==> src/rtl/alu_issue_queue_if.sv <==
// Command, ALU-drive and result bundle for alu_issue_queue.
// The res_zero signal exists only when ALU_ZERO_FLAG_EN is defined.
interface alu_issue_queue_if #(
   parameter int DEPTH = 4,
   parameter int WIDTH = 32
);
   localparam int LVL_W = $clog2(DEPTH + 1);

   logic             cmd_valid;
   logic             cmd_ready;
   logic [3:0]       cmd_op;
   logic [WIDTH-1:0] cmd_a;
   logic [WIDTH-1:0] cmd_b;

   logic [WIDTH-1:0] alu_a;
   logic [WIDTH-1:0] alu_b;
   logic [3:0]       alu_op;
   logic [WIDTH-1:0] alu_y;
   logic             alu_carry;

   logic             res_valid;
   logic             res_ready;
   logic [WIDTH-1:0] res_y;
   logic             res_carry;
   logic [3:0]       res_op;
   logic             res_illegal;
   logic [LVL_W-1:0] level;
`ifdef ALU_ZERO_FLAG_EN
   logic             res_zero;
`endif

   modport slave (
      input  cmd_valid, cmd_op, cmd_a, cmd_b, alu_y, alu_carry, res_ready,
      output cmd_ready, alu_a, alu_b, alu_op,
      output res_valid, res_y, res_carry, res_op, res_illegal, level
`ifdef ALU_ZERO_FLAG_EN
      , output res_zero
`endif
   );

   modport master (
      output cmd_valid, cmd_op, cmd_a, cmd_b, alu_y, alu_carry, res_ready,
      input  cmd_ready, alu_a, alu_b, alu_op,
      input  res_valid, res_y, res_carry, res_op, res_illegal, level
`ifdef ALU_ZERO_FLAG_EN
      , input res_zero
`endif
   );
endinterface

==> src/rtl/alu_issue_queue.sv <==
// Command FIFO feeding a combinational ALU, with a back-pressured result register.
// Optional zero flag on the result is enabled by defining ALU_ZERO_FLAG_EN.
module alu_issue_queue #(
   parameter int DEPTH = 4,
   parameter int WIDTH = 32
) (
   input  logic             clk,
   input  logic             rst,
   alu_issue_queue_if.slave bus
);
   localparam int         PTR_W         = $clog2(DEPTH);
   localparam int         LVL_W         = $clog2(DEPTH + 1);
   localparam logic [3:0] LAST_LEGAL_OP = 4'd10;

   typedef struct packed {
      logic [3:0]       op;
      logic [WIDTH-1:0] a;
      logic [WIDTH-1:0] b;
   } cmd_t;

   cmd_t             mem_q [DEPTH];
   logic [PTR_W-1:0] wr_ptr_q, wr_ptr_d;
   logic [PTR_W-1:0] rd_ptr_q, rd_ptr_d;
   logic [LVL_W-1:0] level_q, level_d;

   logic             res_valid_q, res_valid_d;
   logic [WIDTH-1:0] res_y_q, res_y_d;
   logic             res_carry_q, res_carry_d;
   logic [3:0]       res_op_q, res_op_d;
   logic             res_illegal_q, res_illegal_d;
`ifdef ALU_ZERO_FLAG_EN
   logic             res_zero_q, res_zero_d;
`endif

   cmd_t head;
   logic full, empty, push, issue, head_illegal;

   assign full         = (level_q == LVL_W'(DEPTH));
   assign empty        = (level_q == '0);
   assign push         = bus.cmd_valid & ~full;
   assign issue        = ~empty & (~res_valid_q | bus.res_ready);
   // Empty FIFO presents all-zero operands so the ALU never sees a stale entry.
   assign head         = empty ? '0 : mem_q[rd_ptr_q];
   assign head_illegal = (head.op > LAST_LEGAL_OP);

   assign bus.cmd_ready   = ~full;
   assign bus.level       = level_q;
   assign bus.alu_a       = head.a;
   assign bus.alu_b       = head.b;
   assign bus.alu_op      = head.op;
   assign bus.res_valid   = res_valid_q;
   assign bus.res_y       = res_y_q;
   assign bus.res_carry   = res_carry_q;
   assign bus.res_op      = res_op_q;
   assign bus.res_illegal = res_illegal_q;
`ifdef ALU_ZERO_FLAG_EN
   assign bus.res_zero    = res_zero_q;
`endif

   always_comb begin
      // NOTE: every output of this block gets a default first, so no path leaves it unassigned and no latch is inferred.
      wr_ptr_d      = wr_ptr_q + PTR_W'(push);
      rd_ptr_d      = rd_ptr_q + PTR_W'(issue);
      level_d       = level_q + LVL_W'(push) - LVL_W'(issue);
      res_valid_d   = res_valid_q;
      res_y_d       = res_y_q;
      res_carry_d   = res_carry_q;
      res_op_d      = res_op_q;
      res_illegal_d = res_illegal_q;
`ifdef ALU_ZERO_FLAG_EN
      res_zero_d    = res_zero_q;
`endif
      if (issue) begin
         res_valid_d   = 1'b1;
         res_op_d      = head.op;
         res_illegal_d = head_illegal;
         res_y_d       = head_illegal ? '0 : bus.alu_y;
         res_carry_d   = head_illegal ? 1'b0 : bus.alu_carry;
`ifdef ALU_ZERO_FLAG_EN
         res_zero_d    = head_illegal | (bus.alu_y == '0);
`endif
      end else if (res_valid_q & bus.res_ready) begin
         res_valid_d = 1'b0;
      end
   end

   always_ff @(posedge clk or posedge rst) begin
      // NOTE: sequential state uses non-blocking assignments so every register samples pre-edge values.
      if (rst) begin
         wr_ptr_q      <= '0;
         rd_ptr_q      <= '0;
         level_q       <= '0;
         res_valid_q   <= 1'b0;
         res_y_q       <= '0;
         res_carry_q   <= 1'b0;
         res_op_q      <= '0;
         res_illegal_q <= 1'b0;
`ifdef ALU_ZERO_FLAG_EN
         res_zero_q    <= 1'b0;
`endif
      end else begin
         wr_ptr_q      <= wr_ptr_d;
         rd_ptr_q      <= rd_ptr_d;
         level_q       <= level_d;
         res_valid_q   <= res_valid_d;
         res_y_q       <= res_y_d;
         res_carry_q   <= res_carry_d;
         res_op_q      <= res_op_d;
         res_illegal_q <= res_illegal_d;
`ifdef ALU_ZERO_FLAG_EN
         res_zero_q    <= res_zero_d;
`endif
      end
   end

   // NOTE: the storage array is deliberately not reset; level_q gates every read, so flushing the pointers is enough.
   always_ff @(posedge clk) begin
      if (push) begin
         mem_q[wr_ptr_q] <= '{op: bus.cmd_op, a: bus.cmd_a, b: bus.cmd_b};
      end
   end
endmodule

==> src/flat_wrapper.sv <==
// flat-port wrapper written by rule: the top's interface ports become plain ports
module alu_issue_queue_flat 
#(
   parameter int DEPTH = 4,
   parameter int WIDTH = 32
)
  (clk, rst, bus_cmd_valid, bus_cmd_op, bus_cmd_a, bus_cmd_b, bus_alu_y, bus_alu_carry, bus_res_ready, bus_cmd_ready, bus_alu_a, bus_alu_b, bus_alu_op, bus_res_valid, bus_res_y, bus_res_carry, bus_res_op, bus_res_illegal, bus_level);
  alu_issue_queue_if #(.DEPTH(DEPTH), .WIDTH(WIDTH)) bus_i ();
  input  logic clk;
  input  logic rst;
  input wire logic [$bits(bus_i.cmd_valid)-1:0] bus_cmd_valid;
  input wire logic [$bits(bus_i.cmd_op)-1:0] bus_cmd_op;
  input wire logic [$bits(bus_i.cmd_a)-1:0] bus_cmd_a;
  input wire logic [$bits(bus_i.cmd_b)-1:0] bus_cmd_b;
  input wire logic [$bits(bus_i.alu_y)-1:0] bus_alu_y;
  input wire logic [$bits(bus_i.alu_carry)-1:0] bus_alu_carry;
  input wire logic [$bits(bus_i.res_ready)-1:0] bus_res_ready;
  output wire logic [$bits(bus_i.cmd_ready)-1:0] bus_cmd_ready;
  output wire logic [$bits(bus_i.alu_a)-1:0] bus_alu_a;
  output wire logic [$bits(bus_i.alu_b)-1:0] bus_alu_b;
  output wire logic [$bits(bus_i.alu_op)-1:0] bus_alu_op;
  output wire logic [$bits(bus_i.res_valid)-1:0] bus_res_valid;
  output wire logic [$bits(bus_i.res_y)-1:0] bus_res_y;
  output wire logic [$bits(bus_i.res_carry)-1:0] bus_res_carry;
  output wire logic [$bits(bus_i.res_op)-1:0] bus_res_op;
  output wire logic [$bits(bus_i.res_illegal)-1:0] bus_res_illegal;
  output wire logic [$bits(bus_i.level)-1:0] bus_level;
  assign bus_i.cmd_valid = bus_cmd_valid;
  assign bus_i.cmd_op = bus_cmd_op;
  assign bus_i.cmd_a = bus_cmd_a;
  assign bus_i.cmd_b = bus_cmd_b;
  assign bus_i.alu_y = bus_alu_y;
  assign bus_i.alu_carry = bus_alu_carry;
  assign bus_i.res_ready = bus_res_ready;
  assign bus_cmd_ready = bus_i.cmd_ready;
  assign bus_alu_a = bus_i.alu_a;
  assign bus_alu_b = bus_i.alu_b;
  assign bus_alu_op = bus_i.alu_op;
  assign bus_res_valid = bus_i.res_valid;
  assign bus_res_y = bus_i.res_y;
  assign bus_res_carry = bus_i.res_carry;
  assign bus_res_op = bus_i.res_op;
  assign bus_res_illegal = bus_i.res_illegal;
  assign bus_level = bus_i.level;
  alu_issue_queue #(.DEPTH(DEPTH), .WIDTH(WIDTH)) u_core (.clk(clk), .rst(rst), .bus(bus_i));
endmodule
==> config.mk <==
export PLATFORM = sky130hd
export DESIGN_NAME = alu_issue_queue_flat
export DESIGN_NICKNAME = d
export VERILOG_FILES = /design/src/rtl/alu_issue_queue_if.sv /design/src/rtl/alu_issue_queue.sv /design/src/flat_wrapper.sv
export SDC_FILE = /design/constraint.sdc
export NUM_CORES = 1
export LEC_CHECK = 0
export ABC_AREA = 1
export CAP_MARGIN = 5
export CORE_MARGIN = 2
export CORE_UTILIZATION = 57
export CTS_CLUSTER_DIAMETER = 30
export CTS_CLUSTER_SIZE = 25
export DETAILED_ROUTE_END_ITERATION = 6
export PLACE_DENSITY = 0.85
export SLEW_MARGIN = 20
export SYNTH_ARGS = -nofsm -noshare
export SYNTH_HDL_FRONTEND = slang
export SYNTH_SLANG_ARGS = --single-unit
==> constraint.sdc <==
create_clock -name clk -period 16.45 [get_ports clk]
set_clock_uncertainty 0.05 [all_clocks]
set_input_delay 3.29 -clock clk [delete_from_list [all_inputs] [get_ports clk]]
set_output_delay 3.29 -clock clk [all_outputs]
set_load 0.02 [all_outputs]
# Word-level counts from Yosys, hierarchy flattened
# Memories as Yosys holds them, arrays and structs flattened.
# Cells that the tools add are included.
dict set report word_totals {
  register_bits 46
  mem_bits_rw 272
  inputBits 105
  out_inout_bits 111
  elab_cells 31
  memories 1
}
# memory depth width rd rd_clocked_by_memory_dff write_ports line
set mem_list {}
lappend mem_list {u_core.mem_q 4 68 1 0 1 alu_issue_queue.sv:21} ;# cmd_t mem_q [DEPTH];
dict set report classes {
  addsub 4
  magnitude_cmp 1
  n_eq_ne 1
  muxes 7
  n_bitwise 7
  n_reduce_logical 2
}
# cell count
set ops {}
lappend ops {{2-to-1 mux 68 bit} 1}
lappend ops {{2-to-1 mux 32 bit} 1}
lappend ops {{2-to-1 mux 1 bit} 5}
lappend ops {{adder 2 x 1 -> 2 bit} 2}
lappend ops {{greater-than comparator 4 bit, second input constant} 1}
lappend ops {{adder 3 x 1 -> 3 bit} 1}
lappend ops {{bitwise AND 1 bit} 3}
lappend ops {{== test 3 bit, second input constant} 1}
lappend ops {{zero test 3 bit} 1}
lappend ops {{NOT 1 bit} 3}
lappend ops {{subtractor 3 x 1 -> 3 bit} 1}
lappend ops {{nonzero test 2 bit} 1}
lappend ops {{bitwise OR 1 bit} 1}

# Depth between registers and ports, before layout
# Gate-level depths: netlist of the first run.
dict set report depth {
  word_depth 5
  ltp_mapped 11
  ltp_nobuf 9
}

# Worst setup path after synthesis of the first run
# No wires, ideal clock.
dict set report synth_path {
  path_kind {input to register}
  start {in bus_cmd_valid}
  end {mem u_core.mem_q[0][0] (netlist name), enable pin}
  arrival_time_ps 8023
  t_required_ps 15822
  slack_ps 7799
  path_stages 2
  path_cell_list {nand2_1 > nor3_1}
}
dict set report synth_via {
  elab_chain_cells 3
}
# element line
set synth_lines {}
lappend synth_lines {{start, declared} flat_wrapper.sv:11} ;# input wire logic [$bits(bus_i.cmd_valid)-1:0] bus_cmd_valid;
lappend synth_lines {{bitwise AND 1 bit} alu_issue_queue.sv:40} ;# assign push = bus.cmd_valid & ~full;
lappend synth_lines {{2-to-1 mux 1 bit} alu_issue_queue.sv:118} ;# if (push) begin
lappend synth_lines {{2-to-1 mux 1 bit (implied by the code)} alu_issue_queue.sv:119} ;# mem_q[wr_ptr_q] <= '{op: bus.cmd_op, a: bus.cmd_a, b: bus.cmd_b};
lappend synth_lines {{end, declared} alu_issue_queue.sv:21}
# Every way passes these cells.

# Worst setup path in the final report of the first run
dict set report layout_path {
  start {reg u_core.rd_ptr_q[0]}
  end {out bus_alu_op[1]}
}
dict set report layout_via {
  elab_chain_cells 2
}
# element line
set layout_lines {}
lappend layout_lines {{start, declared} alu_issue_queue.sv:23} ;# logic [PTR_W-1:0] rd_ptr_q, rd_ptr_d;
lappend layout_lines {{start signal, assigned} alu_issue_queue.sv:103} ;# rd_ptr_q <= rd_ptr_d;
lappend layout_lines {{memory read (4 x 68 bit)} n/a}
lappend layout_lines {{2-to-1 mux 68 bit} alu_issue_queue.sv:43} ;# assign head = empty ? '0 : mem_q[rd_ptr_q];
lappend layout_lines {{end, declared} flat_wrapper.sv:21} ;# output wire logic [$bits(bus_i.alu_op)-1:0] bus_alu_op;
# Every way passes these cells.

==> results of run 1 <==
[worst reg2reg max path, delay by kind of cell, from the launching register on]
family        cells  cell delay, ps
buf+inv           2            1330
flops             1             810
simple gates      8            1280
[flip-flops by register name (all words and copies together) (netlist names)]
register                count
u_core.wr_ptr_q             2
u_core.bus.res_illegal      1
u_core.bus.res_carry        1
u_core.bus.res_valid        1
u_core.bus.res_op           4
u_core.mem_q              272
u_core.bus.res_y           32
u_core.bus.level            3
u_core.rd_ptr_q             2
[Yosys cell counts]
| cell type | instances |
|---|---|
| buf_1 | 16 |
| nor2_2 | 1 |
| inv_2 | 3 |
| nand3_1 | 12 |
| buf_2 | 21 |
| nand2_2 | 1 |
| xnor2_1 | 1 |
| edfxtp_1 | 272 |
| fa_1 | 1 |
| o21ai_0 | 131 |
| nand2_1 | 128 |
| xor2_1 | 4 |
| dfrtp_1 | 46 |
| nor3_1 | 4 |
| nor2_1 | 293 |
| nor2_4 | 1 |
| a21oi_1 | 66 |
| ha_1 | 2 |
| clkbuf_1 | 19 |
| inv_1 | 51 |
| buf_6 | 4 |
| a31oi_1 | 2 |
[per-layer routing]
| metal | vias to the layer above | GRT usage (%) | part of all wire [%] |
|---|---|---|---|
| met5 | - | 0 | 0.099 |
| met4 | 4 | 9.039 | 2.5 |
| met3 | 65 | 6.598 | 9.1 |
| met2 | 475 | 43.69 | 51 |
| met1 | 4285 | 32.04 | 38 |
| li1 | 4111 | - | - |
[layout by cell type (no fill, tap or decap), types with 12 or more instances in the layout]
cell type / n
nor2_1: 293
edfxtp_1: 272
clkdlybuf4s50_1: 215
o21ai_0: 131
nand2_1: 128
a21oi_1: 66
clkbuf_16: 53
inv_1: 49
dfrtp_1: 44
nand3_1: 12
[power breakdown]
group / leakage (nW) / total [mW] / internal (mW) / switching [mW]
clock network: 0.859 / 1.07 / 0.694 / 0.372
logic: 2.38 / 1.43 / 0.537 / 0.891
registers: 3.06 / 1.17 / 1.09 / 0.0803
total: 6.30 / 3.66 / 2.32 / 1.34
[worst paths after layout]
path | from | end | slack [ps] | cells after the start
min in group asynchronous | rst | u_core.rd_ptr_q[0] | 3260 | 2
max reg2reg | u_core.rd_ptr_q[0] | u_core.bus.res_y[7] | 12870 | 10
max in group asynchronous | rst | u_core.rd_ptr_q[0] | 12410 | 2
max | u_core.rd_ptr_q[0] | bus_alu_op[1] | 9290 | 6
min reg2reg | u_core.bus.res_y[23] | u_core.bus.res_y[23] | 430 | 2
min | u_core.bus.res_y[23] | u_core.bus.res_y[23] | 430 | 2
[cells by family after synthesis]
kind of cell	after synthesis	synth area share (%)
simple gates	440	13.39
flops	318	74.11
compound gates	199	7.940
buf+inv	114	3.851
xor+xnor	5	0.3482
fa+ha+maj	3	0.3582
[through the flow]
step	cell area [sq um]	util, %	setup slack, ps	std cells	total power [mW]
final	16640	76.47	9293	1617	3.659
after global routing	16640	76.47	8992	1617	3.839
after CTS	16640	76.47	9335	1617	3.679
after detailed placement	14890	68.44	9897	1523	2.594
after global placement	14890	68.44	9968	1523	2.553
after floorplan	12570	-	7799	1079	2.008
[final cells by class]
type                            count  share of cell area [%]
Sequential cell                   318                   56.05
Multi-Input combinational cell    647                   16.78
Timing Repair Buffer              224                   13.34
Clock buffer                       61                   8.273
Clock inverter                     33                   2.226
Tap cell                          280                   2.106
Inverter                           54                   1.226
==> key figures, run 1 <==
Run status
  • Status: finished clean

Worst setup path
  • Startpoint types: flip-flop
  • Critical path arrival: 3820 ps
  • CP Cell Sequence: clkinv_2 > buf_4 > nand2_1 > nand3_1 > a21oi_1 > clkdlybuf4s50_1
  • Crit end category: output pin
  • Delay of the slowest critical-path stage: 810 ps
  • CP Class: reg2out
  • Crit Path Max Fanout: 76
  • Buffers and inverters on the worst path: 3
  • Cell family with most CP delay: buffers and inverters
  • Crit path max-delay cell type: dfrtp_4
  • Required time of the critical path: 13110 ps

Timing
  • Sum Neg Setup Slack: 0 ps
  • RSZ-0062 raised after global routing: no
  • Final worst path period share: 43.51%
  • Hold Slack: 426.3 ps
  • Final hold vios: 0
  • Max_slew headroom: 27.76%
  • Least-Margin Pin Slew: 1084 ps
  • Final setup violation count: 0
  • Fmax: 139.7 MHz
  • Min Tclk post-route: 7157 ps
  • Max-slew violation count: 0

Global routing
  • Initial antenna violation count: 2
  • Largest net degree at the start of global routing: 87
  • Grt total ovfl: 0
  • Overall routing resource usage: 25.59%
  • Vias in the first global route: 8880
  • First-pass GRT wire length: 46890 um

Synthesis
  • Synth top area cells: edfxtp_1 65%, dfrtp_1 9.2%, nor2_1 8.7%
  • Post-synthesis sequential area ratio: 74.11%
  • Post-synth top area cell: edfxtp_1
  • Mapped Cells: 1079
  • Avg Synthesized Cell Area: 11.65 sq um
  • Synth warnings: 0
  • Synthesized cell area: 12570 sq um
  • Library cells used by synthesis: 22
  • Number of synthesized register bits: 318
  • Post-Syn Nets: 1187
  • Yosys top cell area share: 64.96%

Power
  • Max rail drop VDD: 0.0001839 V
  • Cell Pwr Density: 220.0 nW/um^2
  • Leak: 6.298 nW

Floorplan
  • DIE HEIGHT: 152.5 um
  • # IOs: 216
  • Core footprint: 21760 sq um
  • Total die area: 23270 sq um
  • Rows: 54
  • Initial Util: 57.80%
  • Die extent in x: 152.5 um

Clock network
  • CTS max path bufs: 3
  • Htree depth: 2
  • Clock sinks: 318
  • CTS tree: done
  • Worst-skew pair later-pin latency: 540 ps
  • Post_cts resized: 0
  • Cts bufs inserted: 50
  • CTS clk-pin slew, worst paths: 60 ps
  • Post-CTS Hold Buffers: 0
  • CTS root buf: clkbuf_16
  • Total setup buffers inserted after CTS: 0

Final layout
  • Layout fillers: 1285
  • # nets final: 1403
  • Ant. Diodes: 0
  • Multi-input gate area: 2791 sq um
  • Storage cell area: 9324 sq um
  • Syn-to-layout area delta: 32.30%
  • Layout cells sized above 1: 7.928%

Placement
  • Dpl hpwl: 16370 um
  • Buffers added on ports: 215
  • GP Congestion: 0.7595

Run
  • Max-Cap Viols: 0

Route
  • Initial DRC count: 735
  • Post-DRT Antenna Nets: 0
  • Via count: 8940
  • Drt total wl: 30280 um
  • Routed length per instance: 18.72 um
  • Via/cell ratio: 5.529
  • DR pass1 iterations: 5
  • Detailed-route DRC error count: 0

Min path
  • HP Class: reg2reg
(Power assumes the default switching activity.)
==> run 2, diff against run 1 <==
--- a/config.mk
+++ b/config.mk
@@ -8,11 +8,11 @@
 export ABC_AREA = 1
 export CAP_MARGIN = 5
 export CORE_MARGIN = 2
-export CORE_UTILIZATION = 57
+export CORE_UTILIZATION = 53
 export CTS_CLUSTER_DIAMETER = 30
 export CTS_CLUSTER_SIZE = 25
 export DETAILED_ROUTE_END_ITERATION = 6
-export PLACE_DENSITY = 0.85
+export PLACE_DENSITY = 0.8
 export SLEW_MARGIN = 20
 export SYNTH_ARGS = -nofsm -noshare
 export SYNTH_HDL_FRONTEND = slang
==> constraint.sdc (replaced) <==
create_clock -name clk -period 7.3 [get_ports clk]
set_clock_uncertainty 0.05 [all_clocks]
set_input_delay 1.46 -clock clk [delete_from_list [all_inputs] [get_ports clk]]
set_output_delay 1.46 -clock clk [all_outputs]
set_load 0.02 [all_outputs]
==> key figures, run 2 (synthesized netlist as in run 1, its figures left out) <==
Power
  • Max rail drop VDD: 0.0002999 V (was 0.0001839 V)
  • Net Switching: 3.026 mW (was 1.343 mW)
  • Leak: 6.293 nW (was 6.298 nW)
  • Comb pwr share: 39.0% (about the same)
  • Cell Pwr Density: 493.0 nW/um^2 (was 220.0 nW/um^2)
  • Clk network pwr share: 29.4% (was 29.1%)
  • Sequential share of power: 31.6% (was 31.8%)
  • Switching share of power: 36.61% (was 36.69%)
  • Int Pwr: 5.239 mW (was 2.317 mW)

Final layout
  • Max reg flops: 272 (unchanged)
  • Layout cells sized above 1: 8.358% (was 7.928%)
  • Most frequent cells in the layout: 293 x nor2_1, 272 x edfxtp_1, 215 x clkdlybuf4s50_1 (unchanged)
  • # nets final: 1406 (was 1403)
  • Commonest non-fill, non-tap cell in the layout: nor2_1 (unchanged)
  • Syn-to-layout area delta: 33.29% (was 32.30%)
  • Most flops, register: u_core.mem_q (unchanged)
  • Layout Cells excl Fill: 1661 (was 1617)

Worst setup path
  • Critical path arrival: 3730 ps (was 3820 ps)
  • Startpoint types: flip-flop (unchanged)
  • CP Cell Sequence: clkinv_2 > buf_4 > o21ai_0 > a21oi_1 > clkdlybuf4s50_1 (was clkinv_2 > buf_4 > nand2_1 > nand3_1 > a21oi_1 > clkdlybuf4s50_1)
  • Crit Path Max Fanout: 104 (was 76)
  • CP Depth: 5 (was 6)
  • Delay of the slowest critical-path stage: 780 ps (was 810 ps)
  • Buffers and inverters on the worst path: 3 (unchanged)
  • Reg2reg start: u_core.rd_ptr_q[1] (was u_core.rd_ptr_q[0])
  • Cell family with most CP delay: buffers and inverters (unchanged)
  • Critical Path Source: u_core.rd_ptr_q[0] (unchanged)
  • Crit path max-delay cell type: buf_4 (was dfrtp_4)
  • CP Class: reg2out (unchanged)
  • Required time of the critical path: 5790 ps (was 13110 ps)
  • Cells on worst reg2reg path: 9 (was 10)
  • Crit end category: output pin (unchanged)

Timing
  • Least-Margin Pin Slew: 1061 ps (was 1084 ps)
  • Max_slew headroom: 29.17% (was 27.76%)
  • Final hold vios: 0 (unchanged)
  • Sum Neg Setup Slack: 0 ps (unchanged)
  • RSZ-0062 raised after global routing: no (unchanged)
  • Final setup violation count: 0 (unchanged)
  • Fmax: 191.0 MHz
  • Min Tclk post-route: 5235 ps
  • Max-slew violation count: 0 (unchanged)
  • Final worst path period share: 71.71%

Global routing
  • First-pass GRT wire length: 44620 um (was 46890 um)
  • Largest net degree at the start of global routing: 105 (was 87)
  • Overall routing resource usage: 23.11% (was 25.59%)
  • Vias in the first global route: 8635 (was 8880)
  • Initial antenna violation count: 6 (was 2)
  • Grt total ovfl: 0 (unchanged)

Clock network
  • Clock sinks: 318 (unchanged)
  • CTS root buf: clkbuf_16 (unchanged)
  • Htree depth: 2 (unchanged)
  • CTS tree: done (unchanged)
  • Post-CTS Hold Buffers: 0 (unchanged)
  • CTS clk-pin slew, worst paths: 60 ps (about the same)
  • CTS max path bufs: 3 (unchanged)
  • Cts bufs inserted: 51 (was 50)
  • Worst-skew pair later-pin latency: 530 ps (was 540 ps)
  • Post_cts resized: 0 (unchanged)
  • Total setup buffers inserted after CTS: 0 (unchanged)

Floorplan
  • Core footprint: 23400 sq um (was 21760 sq um)
  • Initial Util: 53.73% (was 57.80%)
  • # IOs: 216 (unchanged)
  • Die extent in x: 158.0 um (was 152.5 um)
  • Rows: 56 (was 54)
  • Total die area: 24970 sq um (was 23270 sq um)
  • DIE HEIGHT: 158.0 um (was 152.5 um)

Route
  • Post-DRT Antenna Nets: 0 (unchanged)
  • Via count: 8705 (was 8940)
  • Initial DRC count: 744 (was 735)
  • Via/cell ratio: 5.241 (was 5.529)
  • Drt total wl: 29330 um (was 30280 um)
  • Detailed-route DRC error count: 0 (unchanged)
  • DR pass1 iterations: 5 (unchanged)
  • Routed length per instance: 17.66 um (was 18.72 um)

Run status
  • Status: finished clean (unchanged)

Min path
  • Hold Path Stages: 2 (unchanged)
  • HP Start: u_core.bus.res_y[15] (was u_core.bus.res_y[23])
  • HP Class: reg2reg (unchanged)

Placement
  • Dpl hpwl: 16100 um (was 16370 um)
  • GP Congestion: 0.7532 (was 0.7595)
  • Buffers added on ports: 215 (unchanged)
  • Dpl cells: 1564 (was 1523)

Run
  • Max-Cap Viols: 0 (unchanged)
[run 2: cell type report]
cell class,instances,area (sq um)
Sequential cell,318,9324
Fill cell,1545,6641
Multi-Input combinational cell,647,2791
Timing Repair Buffer,226,2235
Clock buffer,62,1465
Tap cell,319,399.1
Clock inverter,33,336.6
Inverter,54,205.2
Antenna cell,2,5.005
[run 2: tightest hold or removal path, cell delays in order (launching register included)]
cell	delay, ps
dfrtp_1	330
nand2_1	50
nand2_1	50
[run 2: metal layers]
metal / GRT usage (%) / share of wire (%)
met1: 28.81 / 40
met2: 39.32 / 48
met3: 6.324 / 8.9
met4: 7.679 / 2.1
met5: 0 / 0.14
[run 2: power by group through the flow]
stage                     Sequential (mW)  Clock [mW]  Combinational [mW]
after global routing                 2.65        2.54                3.50
after CTS                            2.61        2.46                3.25
final                                2.61        2.43                3.22
after global placement               2.62           0                3.17
after detailed placement             2.64           0                3.20
after floorplan                      2.75           0                1.77
[run 2: path summary, 6_finish.rpt]
path | end | slack, ps
max | bus_alu_a[12] | 2060
min in group asynchronous | u_core.bus.res_op[3] | 1340
max in group asynchronous | u_core.rd_ptr_q[0] | 5410
min reg2reg | u_core.bus.res_y[15] | 420
max reg2reg | u_core.bus.res_y[10] | 4460
min | u_core.bus.res_y[15] | 420
[run 2: metrics by stage]
step | hold WS (ps) | total power, mW | worst slack (ps) | instance area (sq um) | utilization, %
after detailed placement | 413.7 | 5.843 | 2670 | 14950 | 63.90
after global placement | 410.4 | 5.789 | 2768 | 14950 | 63.90
after CTS | 426.8 | 8.311 | 2055 | 16750 | 71.59
after global routing | 452.3 | 8.685 | 1848 | 16760 | 71.62
final | 421.3 | 8.264 | 2065 | 16760 | 71.62
after floorplan | 433.0 | 4.526 | 479.1 | 12570 | -
==> run 3, diff against run 2 <==
==> constraint.sdc (replaced) <==
create_clock -name clk -period 5.13 [get_ports clk]
set_clock_uncertainty 0.05 [all_clocks]
set_input_delay 1.026 -clock clk [delete_from_list [all_inputs] [get_ports clk]]
set_output_delay 1.026 -clock clk [all_outputs]
set_load 0.02 [all_outputs]
==> key figures, run 3 (synthesized netlist as in run 1, its figures left out) <==
Run status
  • Status: finished clean (unchanged)

Clock network
  • CTS tree: done (unchanged)
  • Htree depth: 2 (unchanged)
  • Cts bufs inserted: 56 (was 51)
  • Post_cts resized: 0 (unchanged)
  • CTS max path bufs: 3 (unchanged)
  • Clock sinks: 318 (unchanged)
  • Total setup buffers inserted after CTS: 0 (unchanged)
  • Worst-skew pair later-pin latency: 550 ps (was 530 ps)
  • Post-CTS Hold Buffers: 0 (unchanged)
  • CTS clk-pin slew, worst paths: 50 ps (was 60 ps)
  • CTS root buf: clkbuf_16 (unchanged)

Floorplan
  • # IOs: 216 (unchanged)
  • Die extent in x: 158.0 um (unchanged)
  • Initial Util: 53.73% (unchanged)
  • DIE HEIGHT: 158.0 um (unchanged)
  • Total die area: 24970 sq um (unchanged)
  • Rows: 56 (unchanged)
  • Core footprint: 23400 sq um (unchanged)

Final layout
  • Syn-to-layout area delta: 34.83% (was 33.29%)
  • Layout fillers: 1530 (was 1545)
  • Final core utilization: 72.44% (was 71.62%)
  • Commonest non-fill, non-tap cell in the layout: nor2_1 (unchanged)
  • Storage cell area: 9324 sq um (unchanged)
  • Most frequent cells in the layout: 293 x nor2_1, 272 x edfxtp_1, 215 x clkdlybuf4s50_1 (unchanged)
  • # nets final: 1416 (was 1406)
  • Max reg flops: 272 (unchanged)
  • Most flops, register: u_core.mem_q (unchanged)
  • Layout cells sized above 1: 8.936% (was 8.358%)
  • Multi-input gate area: 2791 sq um (unchanged)

Route
  • Via/cell ratio: 5.218 (was 5.241)
  • Via count: 8735 (was 8705)
  • Post-DRT Antenna Nets: 0 (unchanged)
  • Detailed-route DRC error count: 0 (unchanged)
  • Routed length per instance: 17.54 um (was 17.66 um)
  • Initial DRC count: 785 (was 744)
  • DR pass1 iterations: 5 (unchanged)
  • Drt total wl: 29360 um (was 29330 um)

Timing
  • Fmax: 226.3 MHz
  • Final worst path period share: 86.14%
  • Min Tclk post-route: 4419 ps
  • Final setup margin: 711.2 ps (was 2065 ps)
  • RSZ-0062 raised after global routing: no (unchanged)
  • Final hold vios: 0 (unchanged)
  • Max_slew headroom: 30.72% (was 29.17%)
  • Max-slew violation count: 0 (unchanged)
  • Final setup violation count: 0 (unchanged)
  • Least-Margin Pin Slew: 1038 ps (was 1061 ps)

Global routing
  • First-pass GRT wire length: 44670 um (was 44620 um)
  • Vias in the first global route: 8666 (was 8635)
  • Largest net degree at the start of global routing: 95 (was 105)
  • Initial antenna violation count: 2 (was 6)
  • Grt total ovfl: 0 (unchanged)
  • Overall routing resource usage: 23.26% (was 23.11%)

Power
  • Leak: 6.411 nW (was 6.293 nW)
  • Cell Pwr Density: 710.1 nW/um^2 (was 493.0 nW/um^2)
  • Max rail drop VDD: 0.0004708 V (was 0.0002999 V)

Run
  • Max-Cap Viols: 0 (unchanged)

Worst setup path
  • Crit end category: output pin (unchanged)
  • Startpoint types: flip-flop (unchanged)
  • Delay of the slowest critical-path stage: 740 ps (was 780 ps)
  • CP Class: reg2out (unchanged)
  • Buffers and inverters on the worst path: 3 (unchanged)
  • Required time of the critical path: 4050 ps (was 5790 ps)
  • Critical path arrival: 3340 ps (was 3730 ps)
  • CP Cell Sequence: clkinv_2 > buf_4 > o21ai_0 > a21oi_1 > clkdlybuf4s50_1 (unchanged)
  • Crit path max-delay cell type: dfrtp_4 (was buf_4)
  • Crit Path Max Fanout: 94 (was 104)
  • Setup slack, reg-to-reg: 2080 ps (was 4460 ps)
  • Cell family with most CP delay: buffers and inverters (unchanged)

Placement
  • GP Congestion: 0.7572 (was 0.7532)
  • Worst slack at placement: 1350 ps (was 2670 ps)
  • Buffers added on ports: 215 (unchanged)
  • Dpl hpwl: 16460 um (was 16100 um)

Min path
  • HP Class: reg2reg (unchanged)
## run 3: changes by cell type in the layout (fill, tap and decap cells not counted), moves of 3 or more
cell / before / now
clkinvlp_4: 11 / 6
bufinv_16: 4 / 8
clkbuf_1: 3 / 6
inv_6: 5 / 2
buf_4: 11 / 14
clkinv_2: 5 / 10
## run 3: per-layer routing
| metal | vias to the layer above | share of wire (%) | global-route usage [%] |
|---|---|---|---|
| li1 | 4149 | - | - |
| met1 | 4213 | 41 | 29.13 |
| met2 | 327 | 48 | 39.01 |
| met4 | 2 | 1.5 | 7.293 |
| met5 | - | 0.044 | 0 |
| met3 | 44 | 9.1 | 7.200 |
## run 3: final timing paths
kind,depth (start not counted),to,startpoint
worst max-delay path,5,bus_alu_b[31],u_core.rd_ptr_q[0]
worst max register to register,10,u_core.bus.res_y[10],u_core.rd_ptr_q[0]
worst min-delay path,2,u_core.bus.res_y[0],u_core.bus.res_y[0]
min in group asynchronous,3,u_core.bus.res_y[3],rst
max in group asynchronous,3,u_core.rd_ptr_q[1],rst
worst min register to register,2,u_core.bus.res_y[0],u_core.bus.res_y[0]
## run 3: final cells by class
class,count,area share [%]
antenna,1,0.01476
clock buffer,65,8.775
clock inverter,39,2.642
inverter,54,1.203
multi-input combinational,647,16.46
sequential,318,55.00
tap,319,2.354
timing repair buffer,231,13.55
## run 3: stage by stage
step                      cells  area (sq um)  hold WS (ps)  setup TNS [ps]  total power, mW
final                      1674         16950         425.0               0            12.04
after global routing       1673         16950         445.6               0            12.67
after CTS                  1673         16950         427.5               0            12.13
after detailed placement   1569         15020         413.8               0            8.353
after global placement     1569         15020         410.2               0            8.256
after floorplan            1079         12570         433.0         -341860            6.440
## run 3: report_power, final
group	internal [mW]	total [mW]	switching (mW)	leakage [nW]
logic	1.76	4.61	2.85	2.42
registers	3.47	3.73	0.255	3.06
clock network	2.48	3.70	1.23	0.932
## run 3: worst reg2reg max path: stages, from the launching register on
cell and delay [ps]:
dfrtp_4 740, clkinv_2 140, buf_4 670, nand2_1 160
nand3_1 150, nand2_1 100, nand3_1 90, nand2_1 90
nand2_2 470, nand2_1 210, nand2_1 100
